==> config.mk <==
export PLATFORM = sky130hd
export DESIGN_NAME = addsub_pipe_flat
export DESIGN_NICKNAME = d
export VERILOG_FILES = /design/src/rtl/addsub_pipe_if.sv /design/src/rtl/addsub_pipe.sv /design/src/flat_wrapper.sv
export SDC_FILE = /design/constraint.sdc
export NUM_CORES = 1
export LEC_CHECK = 0
export CORE_MARGIN = 5
export CORE_UTILIZATION = 56
export CTS_BUF_LIST = sky130_fd_sc_hd__clkbuf_2
export DETAILED_ROUTE_END_ITERATION = 16
export PLACE_DENSITY = 0.92
export SETUP_SLACK_MARGIN = 0.15
export SYNTH_ARGS = -nofsm -noshare
export SYNTH_HDL_FRONTEND = slang
export SYNTH_SLANG_ARGS = --single-unit
==> constraint.sdc <==
create_clock -name clk -period 5.4 [get_ports clk]
set_clock_uncertainty 0.1 [all_clocks]
set_input_delay 1.08 -clock clk [delete_from_list [all_inputs] [get_ports clk]]
set_output_delay 1.08 -clock clk [all_outputs]
set_load 0.005 [all_outputs]
==> src/rtl/addsub_pipe_if.sv <==
// Operand/result handshake bundle for addsub_pipe.
// The master drives operands and out_ready; the slave returns in_ready and the result beat.
interface addsub_pipe_if #(
  parameter int unsigned WIDTH = 16
);
  logic             in_valid;
  logic             in_ready;
  logic [WIDTH-1:0] a;
  logic [WIDTH-1:0] b;
  logic [1:0]       mode;
  logic             out_valid;
  logic             out_ready;
  logic [WIDTH-1:0] y;
  logic             ovf;

  modport master (
    output in_valid, a, b, mode, out_ready,
    input  in_ready, out_valid, y, ovf
  );

  modport slave (
    input  in_valid, a, b, mode, out_ready,
    output in_ready, out_valid, y, ovf
  );
endinterface

==> src/rtl/addsub_pipe.sv <==
// Two-stage signed add/sub/accumulate pipeline with valid/ready flow control.
// S1 holds captured operands; the result is computed on the S1->S2 transfer and held in S2.
module addsub_pipe #(
  parameter int unsigned WIDTH = 16,
  parameter bit          SAT   = 1'b1
) (
  input  logic         clk,
  input  logic         rst_n,
  addsub_pipe_if.slave bus
);

  typedef enum logic [1:0] {
    OP_SUB  = 2'b00,
    OP_ADD  = 2'b01,
    OP_ACC  = 2'b10,
    OP_LOAD = 2'b11
  } op_e;

  localparam logic [WIDTH-1:0] MAX_POS = {1'b0, {(WIDTH-1){1'b1}}};
  localparam logic [WIDTH-1:0] MIN_NEG = {1'b1, {(WIDTH-1){1'b0}}};

  logic             s1_full_q, s1_full_d;
  logic [WIDTH-1:0] a_q, a_d;
  logic [WIDTH-1:0] b_q, b_d;
  op_e              mode_q, mode_d;
  logic             s2_full_q, s2_full_d;
  logic [WIDTH-1:0] y_q, y_d;
  logic             ovf_q, ovf_d;
  logic [WIDTH-1:0] acc_q, acc_d;

  logic             s1_adv;
  logic             in_ready;
  logic             accept;
  logic [WIDTH:0]   exact;
  logic             res_ovf;
  logic [WIDTH-1:0] res;

  // One extra bit of headroom holds the exact signed result of any op.
  always_comb begin
    logic [WIDTH:0] a_x, b_x, acc_x;
    a_x   = {a_q[WIDTH-1], a_q};
    b_x   = {b_q[WIDTH-1], b_q};
    acc_x = {acc_q[WIDTH-1], acc_q};
    exact = a_x;
    case (mode_q)
      OP_SUB:  exact = a_x - b_x;
      OP_ADD:  exact = a_x + b_x;
      OP_ACC:  exact = acc_x + a_x;
      default: exact = a_x;
    endcase
    res_ovf = exact[WIDTH] ^ exact[WIDTH-1];
    res     = exact[WIDTH-1:0];
    if (SAT && res_ovf) begin
      res = exact[WIDTH] ? MIN_NEG : MAX_POS;
    end
  end

  always_comb begin
    s1_adv   = s1_full_q && (!s2_full_q || bus.out_ready);
    in_ready = rst_n && (!s1_full_q || s1_adv);
    accept   = bus.in_valid && in_ready;
  end

  // S2 is consumed before it is refilled, so a same-cycle pop and push keeps it full.
  always_comb begin
    s1_full_d = s1_full_q;
    a_d       = a_q;
    b_d       = b_q;
    mode_d    = mode_q;
    s2_full_d = s2_full_q;
    y_d       = y_q;
    ovf_d     = ovf_q;
    acc_d     = acc_q;
    if (!rst_n) begin
      s1_full_d = 1'b0;
      a_d       = '0;
      b_d       = '0;
      mode_d    = OP_SUB;
      s2_full_d = 1'b0;
      y_d       = '0;
      ovf_d     = 1'b0;
      acc_d     = '0;
    end else begin
      if (s2_full_q && bus.out_ready) begin
        s2_full_d = 1'b0;
      end
      if (s1_adv) begin
        s1_full_d = 1'b0;
        s2_full_d = 1'b1;
        y_d       = res;
        ovf_d     = res_ovf;
        if (mode_q == OP_ACC || mode_q == OP_LOAD) begin
          acc_d = res;
        end
      end
      if (accept) begin
        s1_full_d = 1'b1;
        a_d       = bus.a;
        b_d       = bus.b;
        mode_d    = op_e'(bus.mode);
      end
    end
  end

  always_ff @(posedge clk) begin
    s1_full_q <= s1_full_d;
    a_q       <= a_d;
    b_q       <= b_d;
    mode_q    <= mode_d;
    s2_full_q <= s2_full_d;
    y_q       <= y_d;
    ovf_q     <= ovf_d;
    acc_q     <= acc_d;
  end

  assign bus.in_ready  = in_ready;
  assign bus.out_valid = s2_full_q;
  assign bus.y         = y_q;
  assign bus.ovf       = ovf_q;

endmodule
==> src/flat_wrapper.sv <==
// flat-port wrapper written by rule: the top's interface ports become plain ports
module addsub_pipe_flat 
#(
  parameter int unsigned WIDTH = 16,
  parameter bit          SAT   = 1'b1
)
  (clk, rst_n, bus_in_valid, bus_a, bus_b, bus_mode, bus_out_ready, bus_in_ready, bus_out_valid, bus_y, bus_ovf);
  addsub_pipe_if #(.WIDTH(WIDTH)) bus_i ();
  input  logic clk;
  input  logic rst_n;
  input wire logic [$bits(bus_i.in_valid)-1:0] bus_in_valid;
  input wire logic [$bits(bus_i.a)-1:0] bus_a;
  input wire logic [$bits(bus_i.b)-1:0] bus_b;
  input wire logic [$bits(bus_i.mode)-1:0] bus_mode;
  input wire logic [$bits(bus_i.out_ready)-1:0] bus_out_ready;
  output wire logic [$bits(bus_i.in_ready)-1:0] bus_in_ready;
  output wire logic [$bits(bus_i.out_valid)-1:0] bus_out_valid;
  output wire logic [$bits(bus_i.y)-1:0] bus_y;
  output wire logic [$bits(bus_i.ovf)-1:0] bus_ovf;
  assign bus_i.in_valid = bus_in_valid;
  assign bus_i.a = bus_a;
  assign bus_i.b = bus_b;
  assign bus_i.mode = bus_mode;
  assign bus_i.out_ready = bus_out_ready;
  assign bus_in_ready = bus_i.in_ready;
  assign bus_out_valid = bus_i.out_valid;
  assign bus_y = bus_i.y;
  assign bus_ovf = bus_i.ovf;
  addsub_pipe #(.WIDTH(WIDTH), .SAT(SAT)) u_core (.clk(clk), .rst_n(rst_n), .bus(bus_i));
endmodule
**After elaboration in Yosys (flattened, before gate mapping)**

Index checks and enable logic that the tools add are counted.

- $add $sub $neg: 3
- Muxes and demuxes: 7
- Multiply operators: 0
- $lt $le $gt $ge: 0
- Bitwise logic cells: 1
- Reduce and logical (&&, ||, !) cells: 13
- Equal/unequal tests: 3
- Divide/modulo/power cells: 0
- Shifts and indexed selects: 0

Operators with widths:

| operator | count |
|---|---|
| case mux 17 bit (3 select lines) | 1 |
| adder 16 x 16 -> 17 bit | 2 |
| 2-to-1 mux 16 bit | 2 |
| subtractor 16 x 16 -> 17 bit | 1 |
| == test 2 bit, second input constant | 2 |
| logical AND 1 bit | 4 |
| 2-to-1 mux 1 bit | 4 |
| nonzero test 2 bit | 2 |
| logical OR 1 bit | 3 |
| == test 2 x 1 -> 1 bit, second input constant | 1 |
| logical NOT 1 bit | 2 |
| logical NOT 2 bit | 1 |
| AND reduction 2 bit | 1 |
| XOR 1 bit | 1 |

- Memories: 0
- Latch bits: 0
- Input port bits: 38
- Bits in read-only memories: 0
- Memory bits (writable): 0
- Output and inout port bits: 19
- Bits in registers: 69
- Logic and storage cells: 35

**Depth between registers and ports, before layout**

- Depth after elaboration: 7
- Depth in mapped cells: 20
- Mapped depth without buffers: 19

**Worst setup path before layout**

Ideal clock, no wire load.

- Kind: reg2reg
- Start: register u_core.b_q[2]
- End: register u_core.y_q[13], in the netlist u_core.bus.y[13]
- Setup time: 118 ps
- Required time: 5182 ps
- Stages on the path, launching flop included: 19
- Arrival time: 4148 ps
- Path buffers: 1
- Path slack: 1035 ps
- Clock period less this slack: 4365 ps
- Path through: dfxtp_1 nor2_1 nand4_1 nor3_1 nor3b_1 nand2b_1 nor4_1 nor3b_1 a221o_1 ha_1 a211oi_1 a211oi_1 a21boi_1 nand3_1 and3_1 buf_6 maj3_2 or3_1 o2111a_1

- Longest elaborated chain between the ends: 4
- Elaborated cells between the ends (all ways): 6
- Those cells by class: add/sub: 2; mux: 3; bitwise: 1

RTL lines:

| element | RTL line | source |
|---|---|---|
| start, declared | addsub_pipe.sv:24 | `logic [WIDTH-1:0] b_q, b_d;` |
| start signal, assigned | addsub_pipe.sv:108 | `b_q <= b_d;` |
| adder 16 x 16 -> 17 bit / subtractor 16 x 16 -> 17 bit (equally long branches) | addsub_pipe.sv:47, addsub_pipe.sv:46 |  |
| case mux 17 bit (3 select lines) (*) | addsub_pipe.sv:45 | `case (mode_q)` |
| 2-to-1 mux 16 bit / XOR 1 bit (equally long branches) | addsub_pipe.sv:54, addsub_pipe.sv:51 |  |
| 2-to-1 mux 16 bit (*) | addsub_pipe.sv:53 | `if (SAT && res_ovf) begin` |
| end signal, assigned | addsub_pipe.sv:111 | `y_q <= y_d;` |
| end, declared | addsub_pipe.sv:27 | `logic [WIDTH-1:0] y_q, y_d;` |

Every way passes the cells marked *; elsewhere a longest branch is shown, timed or not.
A chain may end at the register's enable or synchronous reset.

**Final worst setup path**

- Start: register u_core.b_q[3]
- End: register u_core.y_q[3], in the netlist u_core.bus.y[3]

Same word-level chain as after synthesis.

==> metrics <==
Tot Pwr=1.60 mW; CP max FO=14; sequential power share=0.368; Sw Share=0.395; final setup TNS=0 ps; R2R setup slack=470 ps; Initial Util=0.578; yosys synthesis warning count=0; Via density=6.21; Avg Inst Size Synth=7.58 µm²; Worst R2R End=u_core.bus.y[3]$_SDFFE_PN0P_; Max Cap Viol=0; drt first pass iters=5; Most used DFF post-synth=dfxtp_1; WL/cell=18.7 µm; Detail Route Antenna Nets=0; Layout Nets=658; Seq/Total Area, Yosys=0.328; CP arrival=5290 ps; n_diodes=0; layout filler cell count=656; clock share of power=0.216; # DRC=0; Slew @ Worst Pin=1220 ps; layout cells sized above 1=0.0663; global-route wire length before repair=20900 µm; TritonCTS clock tree=built; Worst Hold Class=reg2reg; initial antenna violation count=0; Setup violations, final=0; Sink Count=69; Synth area leader=dfxtp_1; total die area=0.00936 mm²; largest net degree at the start of global routing=52; R2R cell count=17; Multi-input gate area=0.00262 mm²; GPL Wtd Cong=1.04; Overall Global Routing Usage=0.276; Slew Viols, Final=0; Hold Crit Depth=2; Die W=96.7 µm; clock buffer depth=2; detailed placer's ending HPWL=9840 µm; Synth async-reset ratio=0; sink of the worst hold path=u_core.bus.y[10]$_SDFFE_PN0P_; Cell Pwr Density=322 mW/mm²; cell area after synthesis=0.00421 mm²; status=completed; count of different cell masters after synthesis=54; Leak=2.07 nW; H-tree levels=3; RR Startpoint=u_core.b_q[3]$_SDFFE_PN0P_; flops & latches, synth=69; main area contributors after synthesis=dfxtp_1 33%, nand2_1 9.0%, ha_1 5.9%; IO Pins=57; post-synth top area share=0.328; slew margin rel.=0.185; path type of the worst setup path=reg2reg; Die Y=96.7 µm; Peak VDD IR=0.202 mV; initial DRC count=425; Synth Net Count=615; clock slew at reported path FFs=210 ps; Area growth syn-to-layout=18.1%; sw power=0.633 mW; FF/Latch Area=0.00138 mm²; worst skew pair latency=530 ps; CTS buffer count=9; Mapped Cells=556; Core ar.=0.00729 mm²; Crit path required time=5760 ps; Comb power frac=0.416; internal power=0.970 mW; startpoint types=flop; unrepaired setup endpoints after global routing=no; hold path start=u_core.bus.y[10]$_SDFFE_PN0P_; minimum clock period=4930 ps; vias in the first global route=4046; Final Cycle Share=0.912; row cnt=31; I/O Buffers=56; clk root buf=clkbuf_2; total wire length=13100 µm; number of synthesized flops with an enable pin=0; DR vias=4358; Fin. Hold Viols=0; fmax=203 MHz; Worst Setup End Kind=flop; total grt overflow=0
## flip-flops by register name, indices dropped and copies added, names as in the netlist
name                  flops
u_core.acc_q             16
u_core.a_q               16
u_core.bus.ovf            1
u_core.s1_full_q          1
u_core.mode_q             2
u_core.bus.y             16
u_core.b_q               16
u_core.bus.out_valid      1
## per-stage QoR
| step | instance area, µm² | std cells | setup WS (ps) | hold WS (ps) | util |
|---|---|---|---|---|---|
| finish | 4980 | 702 | 473 | 397 | 0.683 |
| global route | 4980 | 702 | 238 | 421 | 0.683 |
| CTS | 4970 | 702 | 316 | 399 | 0.681 |
| detailed placement | 4830 | 687 | 362 | 370 | 0.663 |
| global placement | 4830 | 687 | 507 | 368 | 0.663 |
| floorplan | 4210 | 556 | 1030 | 344 | - |
## placed cells by master, fill, tap and decap left out, drive strengths merged, types with 5 or more instances in the layout
master	count
nand2	101
dfxtp	69
clkdlybuf4s50	56
a21oi	45
o21ai	43
nor2	36
nand3	35
inv	24
ha	20
a211oi	10
nor3	9
o221ai	9
o31ai	9
clkbuf	9
buf	9
a22oi	8
nor3b	8
nand2b	7
nor2b	7
a21o	7
xnor2	7
xor2	6
o221a	6
and3	5
a221o	5
a32oi	5
a31oi	5
nor4	5
## critical path, stage by stage, from the launching register on
cell and delay (ps):
dfxtp_1 410, nor2_1 150, nand4_1 160, nor3_1 320, nor3b_1 380, nand2b_1 160
nor4_2 280, nor3b_1 90, a221o_1 290, ha_1 390, a21oi_1 130, a211oi_1 280
a21boi_1 360, mux2i_1 300, nand3_2 290, nor2_1 320, a21oi_1 150, a211oi_1 270
## worst max-delay path by stage
stage	start	slack [ps]	to
6_report	u_core.b_q[3]$_SDFFE_PN0P_	470	u_core.bus.y[3]$_SDFFE_PN0P_
2_1_floorplan	u_core.b_q[2]$_SDFFE_PN0P_	1030	u_core.bus.y[13]$_SDFFE_PN0P_
3_5_place_dp	u_core.b_q[3]$_SDFFE_PN0P_	360	u_core.bus.y[3]$_SDFFE_PN0P_
3_3_place_gp	u_core.b_q[2]$_SDFFE_PN0P_	510	u_core.acc_q[3]$_SDFFE_PN0P_
5_1_grt	u_core.b_q[3]$_SDFFE_PN0P_	240	u_core.bus.y[3]$_SDFFE_PN0P_
4_1_cts	u_core.b_q[3]$_SDFFE_PN0P_	320	u_core.bus.y[3]$_SDFFE_PN0P_
## what timing repair did
action / in CTS / in global routing
setup endpoints to repair: 0 / 28
resized for setup: 0 / 2
setup buffers: 0 / 0
hold buffers: 0 / 0
## area by class of cell
class / count / area share
sequential: 69 / 0.278
clock inverter: 6 / 0.0178
multi-input combinational: 430 / 0.526
clock buffer: 9 / 0.00905
tap: 99 / 0.0249
timing repair buffer: 65 / 0.126
inverter: 24 / 0.0181
## synthesized netlist by cell type, drive strengths merged (6+ instances only)
library cell,number
o31ai,9
inv,24
nor2,36
xor2,6
nor3b,8
ha,20
dfxtp,69
xnor2,7
o221a,6
nand2b,7
nand2,101
a22oi,8
a21oi,45
o21ai,43
clkbuf,30
nor2b,7
nor3,9
o221ai,9
a211oi,10
a21o,7
nand3,35
## cells by family after synthesis
| group | count (synthesis) | synth area share |
|---|---|---|
| AND/OR/NAND/NOR | 221 | 0.248 |
| AO/OA/AOI/OAI | 167 | 0.260 |
| flip-flops | 69 | 0.328 |
| buffers and inverters | 57 | 0.0529 |
| adder cells (fa/ha/maj) | 23 | 0.0692 |
| XOR/XNOR | 13 | 0.0270 |
| multiplexers | 6 | 0.0149 |
## power groups by stage
stage               Combinational, mW  Clock, mW  Sequential (mW)
finish                          0.666      0.346            0.590
global route                    0.725      0.377            0.594
CTS                             0.647      0.352            0.588
detailed placement              0.642          0            0.598
global placement                0.634          0            0.597
floorplan                       0.449          0            0.587
## layer usage
layer	vias up	track usage	wire length, µm
li1	2087	-	-
met1	2055	0.364	5780
met2	178	0.441	6100
met3	38	0.0633	837
met4	0	0.0994	406
met5	-	0	0
No activity file was read; power rests on OpenSTA's default activity.
